## src/rtl/seq_divider_if.sv

```systemverilog
// Start/busy/done handshake and operand/result bus of the sequential divider.
// The master issues operands; the slave (the divider) returns results.
interface seq_divider_if #(
   parameter int unsigned WIDTH = 10
);
   logic             start;
   logic             is_signed;
   logic [WIDTH-1:0] A;
   logic [WIDTH-1:0] B;
   logic             busy;
   logic             done;
   logic [WIDTH-1:0] Quot;
   logic [WIDTH-1:0] Rem;
   logic             div_by_zero;

   modport master (
      output start, is_signed, A, B,
      input  busy, done, Quot, Rem, div_by_zero
   );

   modport slave (
      input  start, is_signed, A, B,
      output busy, done, Quot, Rem, div_by_zero
   );
endinterface

```

## src/rtl/seq_divider.sv

```systemverilog
// One-bit-per-cycle restoring divider, unsigned or two's-complement signed,
// with a start/busy/done handshake and a divide-by-zero flag.
module seq_divider #(
   parameter int unsigned WIDTH = 10
) (
   input logic          clk,
   input logic          rst_n,
   seq_divider_if.slave bus
);
   localparam int unsigned MSB   = WIDTH - 1;
   localparam int unsigned CNT_W = $clog2(WIDTH + 1);

   localparam logic [1:0] IDLE   = 2'd0;
   localparam logic [1:0] CALC   = 2'd1;
   localparam logic [1:0] FINISH = 2'd2;

   logic [1:0]       state_q, state_d;
   logic [WIDTH-1:0] a_q, a_d, b_q, b_d;
   logic [WIDTH:0]   p_q, p_d;
   logic [CNT_W-1:0] cnt_q, cnt_d;
   logic             q_neg_q, q_neg_d, r_neg_q, r_neg_d;
   logic             zero_q, zero_d;
   logic             busy_q, busy_d, done_q, done_d, dbz_q, dbz_d;
   logic [WIDTH-1:0] quot_q, quot_d, rem_q, rem_d;

   logic [WIDTH:0]   p_sh, t;
   logic [WIDTH-1:0] a_mag, b_mag;
   logic             unused_p_msb;

   // The restored partial remainder is always below the divisor, so its top bit stays 0.
   assign unused_p_msb = p_q[WIDTH];

   assign bus.busy        = busy_q;
   assign bus.done        = done_q;
   assign bus.Quot        = quot_q;
   assign bus.Rem         = rem_q;
   assign bus.div_by_zero = dbz_q;

   // State register and all datapath/output registers
   always_ff @(posedge clk or negedge rst_n) begin
      if (!rst_n) begin
         state_q <= IDLE;
         a_q     <= '0;
         b_q     <= '0;
         p_q     <= '0;
         cnt_q   <= '0;
         q_neg_q <= 1'b0;
         r_neg_q <= 1'b0;
         zero_q  <= 1'b0;
         busy_q  <= 1'b0;
         done_q  <= 1'b0;
         dbz_q   <= 1'b0;
         quot_q  <= '0;
         rem_q   <= '0;
      end else begin
         state_q <= state_d;
         a_q     <= a_d;
         b_q     <= b_d;
         p_q     <= p_d;
         cnt_q   <= cnt_d;
         q_neg_q <= q_neg_d;
         r_neg_q <= r_neg_d;
         zero_q  <= zero_d;
         busy_q  <= busy_d;
         done_q  <= done_d;
         dbz_q   <= dbz_d;
         quot_q  <= quot_d;
         rem_q   <= rem_d;
      end
   end

   // Next-state and next-output logic
   always_comb begin
      state_d = state_q;
      a_d     = a_q;
      b_d     = b_q;
      p_d     = p_q;
      cnt_d   = cnt_q;
      q_neg_d = q_neg_q;
      r_neg_d = r_neg_q;
      zero_d  = zero_q;
      busy_d  = busy_q;
      done_d  = 1'b0;
      dbz_d   = dbz_q;
      quot_d  = quot_q;
      rem_d   = rem_q;

      a_mag = (bus.is_signed && bus.A[MSB]) ? (~bus.A + WIDTH'(1)) : bus.A;
      b_mag = (bus.is_signed && bus.B[MSB]) ? (~bus.B + WIDTH'(1)) : bus.B;
      p_sh  = {p_q[WIDTH-1:0], a_q[MSB]};
      t     = p_sh - {1'b0, b_q};

      case (state_q)
         IDLE: begin
            if (bus.start) begin
               busy_d  = 1'b1;
               p_d     = '0;
               cnt_d   = '0;
               q_neg_d = bus.is_signed & (bus.A[MSB] ^ bus.B[MSB]);
               r_neg_d = bus.is_signed & bus.A[MSB];
               if (bus.B == '0) begin
                  // Skip the datapath; keep raw A to report as the remainder
                  zero_d  = 1'b1;
                  a_d     = bus.A;
                  b_d     = '0;
                  state_d = FINISH;
               end else begin
                  zero_d  = 1'b0;
                  a_d     = a_mag;
                  b_d     = b_mag;
                  state_d = CALC;
               end
            end
         end
         CALC: begin
            a_d   = {a_q[MSB-1:0], ~t[WIDTH]};
            p_d   = t[WIDTH] ? p_sh : t;
            cnt_d = cnt_q + CNT_W'(1);
            if (cnt_q == CNT_W'(WIDTH - 1)) begin
               state_d = FINISH;
            end
         end
         FINISH: begin
            state_d = IDLE;
            busy_d  = 1'b0;
            done_d  = 1'b1;
            if (zero_q) begin
               quot_d = '1;
               rem_d  = a_q;
               dbz_d  = 1'b1;
            end else begin
               quot_d = q_neg_q ? (~a_q + WIDTH'(1)) : a_q;
               rem_d  = r_neg_q ? (~p_q[WIDTH-1:0] + WIDTH'(1)) : p_q[WIDTH-1:0];
               dbz_d  = 1'b0;
            end
         end
         default: begin
            state_d = IDLE;
            busy_d  = 1'b0;
         end
      endcase
   end
endmodule

```

## src/flat_wrapper.sv

```systemverilog
// flat-port wrapper written by rule: the top's interface ports become plain ports
module seq_divider_flat 
#(
   parameter int unsigned WIDTH = 10
)
  (clk, rst_n, bus_start, bus_is_signed, bus_A, bus_B, bus_busy, bus_done, bus_Quot, bus_Rem, bus_div_by_zero);
  seq_divider_if #(.WIDTH(WIDTH)) bus_i ();
  input logic clk;
  input logic rst_n;
  input wire logic [$bits(bus_i.start)-1:0] bus_start;
  input wire logic [$bits(bus_i.is_signed)-1:0] bus_is_signed;
  input wire logic [$bits(bus_i.A)-1:0] bus_A;
  input wire logic [$bits(bus_i.B)-1:0] bus_B;
  output wire logic [$bits(bus_i.busy)-1:0] bus_busy;
  output wire logic [$bits(bus_i.done)-1:0] bus_done;
  output wire logic [$bits(bus_i.Quot)-1:0] bus_Quot;
  output wire logic [$bits(bus_i.Rem)-1:0] bus_Rem;
  output wire logic [$bits(bus_i.div_by_zero)-1:0] bus_div_by_zero;
  assign bus_i.start = bus_start;
  assign bus_i.is_signed = bus_is_signed;
  assign bus_i.A = bus_A;
  assign bus_i.B = bus_B;
  assign bus_busy = bus_i.busy;
  assign bus_done = bus_i.done;
  assign bus_Quot = bus_i.Quot;
  assign bus_Rem = bus_i.Rem;
  assign bus_div_by_zero = bus_i.div_by_zero;
  seq_divider #(.WIDTH(WIDTH)) u_core (.clk(clk), .rst_n(rst_n), .bus(bus_i));
endmodule
```

## config.mk

```make
export PLATFORM = sky130hd
export DESIGN_NAME = seq_divider_flat
export DESIGN_NICKNAME = d
export VERILOG_FILES = /design/src/rtl/seq_divider_if.sv /design/src/rtl/seq_divider.sv /design/src/flat_wrapper.sv
export SDC_FILE = /design/constraint.sdc
export NUM_CORES = 1
export LEC_CHECK = 0
export ABC_AREA = 1
export CAP_MARGIN = 20
export CORE_MARGIN = 2
export CORE_UTILIZATION = 30
export CTS_BUF_LIST = sky130_fd_sc_hd__clkbuf_2 sky130_fd_sc_hd__clkbuf_4 sky130_fd_sc_hd__clkbuf_8
export DETAILED_ROUTE_END_ITERATION = 7
export PLACE_DENSITY_LB_ADDON = 0.25
export SLEW_MARGIN = 0
export SYNTH_ARGS = -nofsm -noshare
export SYNTH_HDL_FRONTEND = slang
export SYNTH_SLANG_ARGS = --single-unit
```

## constraint.sdc

```tcl
create_clock -name clk -period 2.35 [get_ports clk]
set_input_delay 0.705 -clock clk [delete_from_list [all_inputs] [get_ports clk]]
set_output_delay 0.705 -clock clk [all_outputs]
set_load 0.01 [all_outputs]
```

==> impl_metrics.py, run 1 <==
metrics = {
    "logic_synthesis": {
        "synthDistinctLibCells": 38,
        "postSynthAreaPerCell_um2": 7.10,
        "synth_edf_count": 0,
        "yosysMostFrequentCell": "nand2_1",
        "yosys_most_used_dff": "dfrtp_1",
        "synth_commonest_cells": "173 x nand2_1, 76 x inv_1, 71 x nand3_1, 62 x dfrtp_1, 34 x nor2_1",
        "synth_nets": 642,
        "synthesis.area_um2": 4270,
        "async_flop_share_pct": 100,
        "ys.warnings.count": 0,
        "post-synth-top-area-fraction_pct": 36.3,
        "yosysSeqAreaShare_pct": 36.3,
        "synth-seq-cells": 62,
        "synth_top_area_cell": "dfrtp_1",
        "netlist_top_cells_area": "dfrtp_1 36%, nand2_1 15%, nand3_1 8.3%, inv_1 6.7%, ha_1 4.7%",
        "syn_inst": 601,
    },
    "sta": {
        "fin_crit_ns": 2.08,
        "drv_slew": 0,
        "setup_viol": 0,
        "max_freq_mhz": 481,
        "rsz0062_at_grt": "no",
        "tightestPinTransition_ns": 0.433,
        "period_share_pct": 88.5,
        "whs_ns": 0.365,
        "setup_ws_ns": 0.271,
        "hold_viol_final": 0,
        "slew_headroom_pct": 71.1,
        "fin_skew_ns": 0.00762,
        "tns_ns": 0,
    },
    "drt": {
        "ant_nets": 0,
        "drt-initial-drc-count": 245,
        "drcViolationCount": 0,
        "wire_per_inst_um": 13.3,
        "via_count": 4001,
        "wl_um": 11100,
        "viasPerCell": 4.77,
        "first_pass_iters": 5,
    },
    "power": {
        "power_density_nw_per_um2": 1460,
        "power.leakage_nw": 2.59,
        "p_total_mw": 7.52,
        "vdd.ir_drop.worst_mv": 0.455,
    },
    "grt": {
        "first_global_vias": 3853,
        "overflow": 0,
        "track_usage_pct": 15.8,
        "grt_max_degree": 63,
        "grt_pass1_wl_um": 18800,
        "antenna_found_initial": 0,
    },
    "clocking": {
        "htree_levels": 3,
        "ctsResizeCount": 0,
        "clkTransAtPathRegs_ns": 0.07,
        "holdBufCountCts": 0,
        "cts.path.max_buffers": 2,
        "cts_inserted_buffers": 9,
        "worst_skew_pair.late_latency_ns": 0.35,
        "cts_tree": "yes",
        "cts_root_buffer": "clkbuf_8",
        "cts.sinks": 62,
        "cts_setup_buffers": 0,
    },
    "flow_run": {
        "cap_violations": 0,
    },
    "final_layout": {
        "antenna_cells": 0,
        "nets": 695,
        "drive_gt1_share_pct": 9.42,
        "fillers": 1492,
        "area_growth_pct": 20.4,
        "fin_util_pct": 37.0,
    },
    "worst_setup_path": {
        "slowest_delay_ns": 0.43,
        "reg2reg_setup_slack_ns": 0.29,
        "cp_slowest_cell": "clkdlybuf4s50_1",
        "critPathArrivalTime_ns": 2.30,
        "crit_end": "u_core.a_q[1]",
        "cp_max_fo": 17,
        "critPathLaunch": "bus_B[1]",
        "cp_data_required_time_ns": 2.58,
        "startpoint_type": "primary input",
        "ff2ff_path_depth": 10,
        "crit-reg2reg-launch": "u_core.a_q[9]",
        "cpMostUsedCell": "nand3_1",
        "path_cells": "clkdlybuf4s50_1 -> inv_1 -> ha_1 -> nand3_2 -> nor2_2 -> nand3_4 -> nand3_1 -> nand3_1 -> nand2_1 -> o21ai_1",
        "timing.rr.end": "u_core.a_q[0]",
        "critPathCaptureType": "flip-flop",
        "path_class": "in -> reg",
    },
    "placement": {
        "port_buffers": 46,
        "hpwl_um": 8640,
        "gp_congestion": 0.865,
        "place_ws_ns": -0.358,
    },
    "floorplan": {
        "pin_count": 47,
        "dieArea_um2": 15200,
        "die_h_um": 123,
        "initial_core_util_pct": 30.8,
        "fp-row-count": 43,
        "core_area_um2": 13900,
        "die_w_um": 123,
    },
    "outcome": {
        "status": "completed",
    },
    "worst_hold_path": {
        "worstHoldPathType": "in -> async",
    },
}
critical path: cells and delay by family:
kind	cells	cell delay [ns]
fa+ha+maj	1	0.18
compound gates	1	0.06
buf+inv	2	0.52
simple gates	6	0.84
worst min path at each step:
stage | startpoint | to | slack (ns)
2_1_floorplan | rst_n | u_core.a_q[0] | 0.41
6_report | rst_n | u_core.bus.Rem[8] | 0.36
4_1_cts | rst_n | u_core.p_q[9] | 0.37
3_5_place_dp | u_core.bus.Rem[5] | u_core.bus.Rem[5] | 0.47
3_3_place_gp | u_core.bus.busy | u_core.bus.busy | 0.47
5_1_grt | rst_n | u_core.p_q[9] | 0.38
cells by family after synthesis:
family / count (synthesis) / synth area share [%]
adders and majority gates: 17 / 5.16
buffers and inverters: 105 / 10.5
DFF: 62 / 36.3
AOI/OAI and AO/OA: 78 / 9.96
and+or+nand+nor: 321 / 34.3
xor gates and xnor gates: 17 / 3.49
muxes: 1 / 0.234
cells in the final DEF, fill, tap and decap left out, drive strengths merged, types with 2 or more instances in the layout:
| master | n |
|---|---|
| inv | 86 |
| nand3b | 3 |
| buf | 16 |
| clkdlybuf4s50 | 45 |
| dfrtp | 62 |
| nand3 | 79 |
| nor3 | 3 |
| o211ai | 2 |
| clkinv | 2 |
| o21ai | 32 |
| xnor2 | 2 |
| xor2 | 15 |
| or2 | 2 |
| ha | 16 |
| nand2 | 177 |
| nor2 | 40 |
| clkbuf | 11 |
| o22ai | 7 |
| nand4 | 17 |
| a21oi | 29 |
| a31oi | 4 |
cell type report:
class | instances | area, um2 | share of cell area (%)
multi-input combinational | 434 | 2270 | 44.1
inverter | 86 | 323 | 6.28
sequential | 62 | 1550 | 30.2
clock inverter | 4 | 47.5 | 0.925
tap | 180 | 225 | 4.38
timing repair buffer | 61 | 581 | 11.3
clock buffer | 11 | 145 | 2.82
through the flow:
step                cell area, um2  cells
floorplan                     4270    601
CTS                           5130    837
finish                        5140    838
global route                  5140    838
global placement              4940    822
detailed placement            4940    822
power breakdown:
| part | total (mW) | internal, mW | switching [mW] | leakage (nW) |
|---|---|---|---|---|
| clock network | 0.958 | 0.521 | 0.437 | 0.0986 |
| registers | 2.05 | 1.58 | 0.465 | 0.747 |
| logic | 4.51 | 1.80 | 2.71 | 1.74 |
| total | 7.52 | 3.91 | 3.61 | 2.59 |
registers in the layout, summed over array words and instances, names as in the netlist, 2 cells and up:
register and count:
u_core.b_q 10, u_core.bus.Rem 10, u_core.p_q 10, u_core.cnt_q 4
u_core.bus.Quot 10, u_core.state_q 2, u_core.a_q 10
layer usage:
layer  GRT usage (%)  routed length [um]  vias to the layer above
li1                -                   -                     2060
met1            22.2                5420                     1853
met2            24.7                5120                       78
met3            3.00                 451                       10
met4            4.62                 130                        0
met5               0                   0                        -
Power figures use the tool's default switching activity.
==> run 2: changes to the inputs <==
Settings changed: ABC_AREA 1 to default, CTS_CLUSTER_SIZE from default to 10.
==> impl_metrics.py, run 2 <==
metrics = {
    "drt": {
        "routed.top_layer": "met4",
        "route.met3.wl_um": 341,
        "wl_um": 10200,
        "wl_met1_um": 4830,
        "viasPerCell": 4.78,
        "route.met2.wl_um": 4790,
        "wire_per_inst_um": 14.2,
        "via_count": 3432,
        "drcViolationCount": 0,
        "ant_nets": 0,
        "drt-initial-drc-count": 193,
        "first_pass_iters": 5,
    },
    "floorplan": {
        "core_area_um2": 12500,
        "die_h_um": 117,
        "dieArea_um2": 13700,
        "pin_count": 47,
        "fp-row-count": 41,
        "initial_core_util_pct": 30.6,
        "die_w_um": 117,
    },
    "logic_synthesis": {
        "synth_commonest_cells": "62 x dfrtp_1, 53 x nand2_1, 47 x o21ai_0, 33 x nor2_1, 28 x a21oi_1",
        "synth_nets": 470,
        "synthesis.area_um2": 3830,
        "synth_edf_count": 0,
        "synthDistinctLibCells": 52,
        "post-synth-top-area-fraction_pct": 40.5,
        "netlist_top_cells_area": "dfrtp_1 41%, o21ai_0 6.1%, ha_1 5.2%, nand2_1 5.2%, mux2i_1 5.0%",
        "postSynthAreaPerCell_um2": 8.92,
        "yosysMostFrequentCell": "dfrtp_1",
        "synth-seq-cells": 62,
        "ys.warnings.count": 0,
        "yosysSeqAreaShare_pct": 40.5,
        "synth_top_area_cell": "dfrtp_1",
        "syn_inst": 429,
        "yosys_most_used_dff": "dfrtp_1",
        "async_flop_share_pct": 100,
    },
    "sta": {
        "setup_viol": 0,
        "drv_slew": 0,
        "tightestPinTransition_ns": 0.759,
        "period_share_pct": 97.4,
        "fin_crit_ns": 2.29,
        "slew_headroom_pct": 49.4,
        "fin_skew_ns": 0.0107,
        "max_freq_mhz": 437,
        "hold_viol_final": 0,
        "setup_ws_ns": 0.0619,
        "rsz0062_at_grt": "yes",
    },
    "clocking": {
        "cts.path.max_buffers": 2,
        "clkTransAtPathRegs_ns": 0.07,
        "cts_inserted_buffers": 9,
        "cts_root_buffer": "clkbuf_8",
        "htree_levels": 3,
        "cts.sinks": 62,
        "cts_tree": "yes",
        "worst_skew_pair.late_latency_ns": 0.35,
        "holdBufCountCts": 0,
    },
    "grt": {
        "grt_max_degree": 63,
        "overflow": 0,
        "track_usage_pct": 16.1,
        "grt_pass1_wl_um": 16900,
        "first_global_vias": 3411,
        "antenna_found_initial": 0,
    },
    "worst_setup_path": {
        "path_cells": "inv_2 -> ha_4 -> inv_2 -> fa_2 -> a21oi_2 -> o211ai_1 -> o221ai_2 -> xnor2_2 -> buf_6 -> mux2i_1 -> a22o_1",
        "startpoint_type": "flip-flop",
        "cp_max_fo": 7,
        "cp_data_required_time_ns": 2.64,
        "path_class": "reg -> reg",
        "cp_slowest_cell": "dfrtp_1",
        "cpMostUsedCell": "inv_2",
        "critPathCaptureType": "flip-flop",
        "critPathArrivalTime_ns": 2.58,
        "slowest_delay_ns": 0.39,
    },
    "power": {
        "power_density_nw_per_um2": 1510,
        "power.leakage_nw": 2.35,
        "vdd.ir_drop.worst_mv": 0.458,
    },
    "placement": {
        "place_ws_ns": -0.412,
        "dp_cells": 682,
        "hpwl_um": 7590,
        "gp_congestion": 0.814,
        "port_buffers": 46,
    },
    "final_layout": {
        "instances_no_fill": 718,
        "nets": 582,
        "antenna_cells": 0,
        "layout_common_cells": "69 x buf_4, 62 x dfrtp_1, 53 x nand2_1",
        "final_common_cell": "buf_4",
        "area_growth_pct": 39.1,
        "drive_gt1_share_pct": 20.3,
    },
    "outcome": {
        "status": "completed",
    },
    "worst_hold_path": {
        "worstHoldPathType": "in -> async",
    },
    "flow_run": {
        "cap_violations": 0,
    },
}
run 2: cell count changes after synthesis, moves of 10 or more:
cell / delta
clkbuf_1: +12
inv_1: -51
inv_2: -10
mux2i_1: +18
nand2_1: -120
nand3_1: -56
nand4_1: -16
o21ai_0: +19
xnor2_1: +19
run 2: worst max-delay path: cells and delay by family (launching register included):
kind,cells,cell delay [ns]
flops,1,0.39
buf+inv,3,0.30
xor+xnor,1,0.18
compound gates,4,0.67
fa+ha+maj,2,0.47
mux,1,0.20
run 2: per-stage QoR:
step	setup TNS [ns]	power (mW)	hold slack, ns	cell area, um2	util, %
2_1_floorplan	0	4.75	0.409	3840	-
4_1_cts	-0.277	8.21	0.368	5330	42.6
5_1_grt	-0.518	8.66	0.381	5330	42.6
3_5_place_dp	-5.60	6.26	0.471	4850	38.8
6_report	0	8.02	0.366	5330	42.6
3_3_place_gp	-4.35	6.16	0.471	4850	38.8
run 2: routing by layer:
| layer | vias up | GRT usage, % |
|---|---|---|
| li1 | 1731 | - |
| met1 | 1629 | 21.6 |
| met2 | 54 | 25.6 |
| met3 | 18 | 3.09 |
| met4 | 0 | 7.06 |
| met5 | - | 0 |
run 2: where the power goes:
part	switching [mW]	internal [mW]
sequential	0.435	1.53
clock	0.436	0.872
combinational	2.30	2.45
run 2: what timing repair did:
item	CTS	global route
cloned	1	0
resized for setup	17	5
pin swaps	11	10
endpoints found under the hold margin	0	0
setup buffers	18	2
endpoints found under the setup margin	17	17
run 2: kinds of logic after synthesis:
| logic type | Yosys count | synth area share [%] |
|---|---|---|
| AOI/OAI and AO/OA | 112 | 17.7 |
| DFF | 62 | 40.5 |
| adders and majority gates | 17 | 5.75 |
| buffers and inverters | 42 | 4.31 |
| muxes | 20 | 5.26 |
| and+or+nand+nor | 137 | 17.4 |
| xor gates and xnor gates | 39 | 9.12 |
run 2: area by class of cell:
cell class | instances | area, um2
clock buffer | 11 | 151
clock inverter | 5 | 129
fill | 1242 | 7190
inverter | 25 | 93.8
multi-input combinational | 325 | 2160
sequential | 62 | 1550
tap | 172 | 215
timing repair buffer | 118 | 1030
run 2: worst paths after layout:
path / startpoint / to / slack, ns / depth (start not counted)
worst max-delay path: u_core.a_q[9] / u_core.p_q[0] / 0.06 / 11
worst min-delay path: rst_n / u_core.b_q[9] / 0.37 / 2
worst max register to register: u_core.a_q[9] / u_core.p_q[0] / 0.06 / 11
worst min register to register: u_core.bus.Rem[9] / u_core.bus.Rem[9] / 0.48 / 2
max in group asynchronous: rst_n / u_core.bus.Quot[2] / 1.71 / 2
min in group clk: u_core.bus.Rem[9] / u_core.bus.Rem[9] / 0.48 / 2
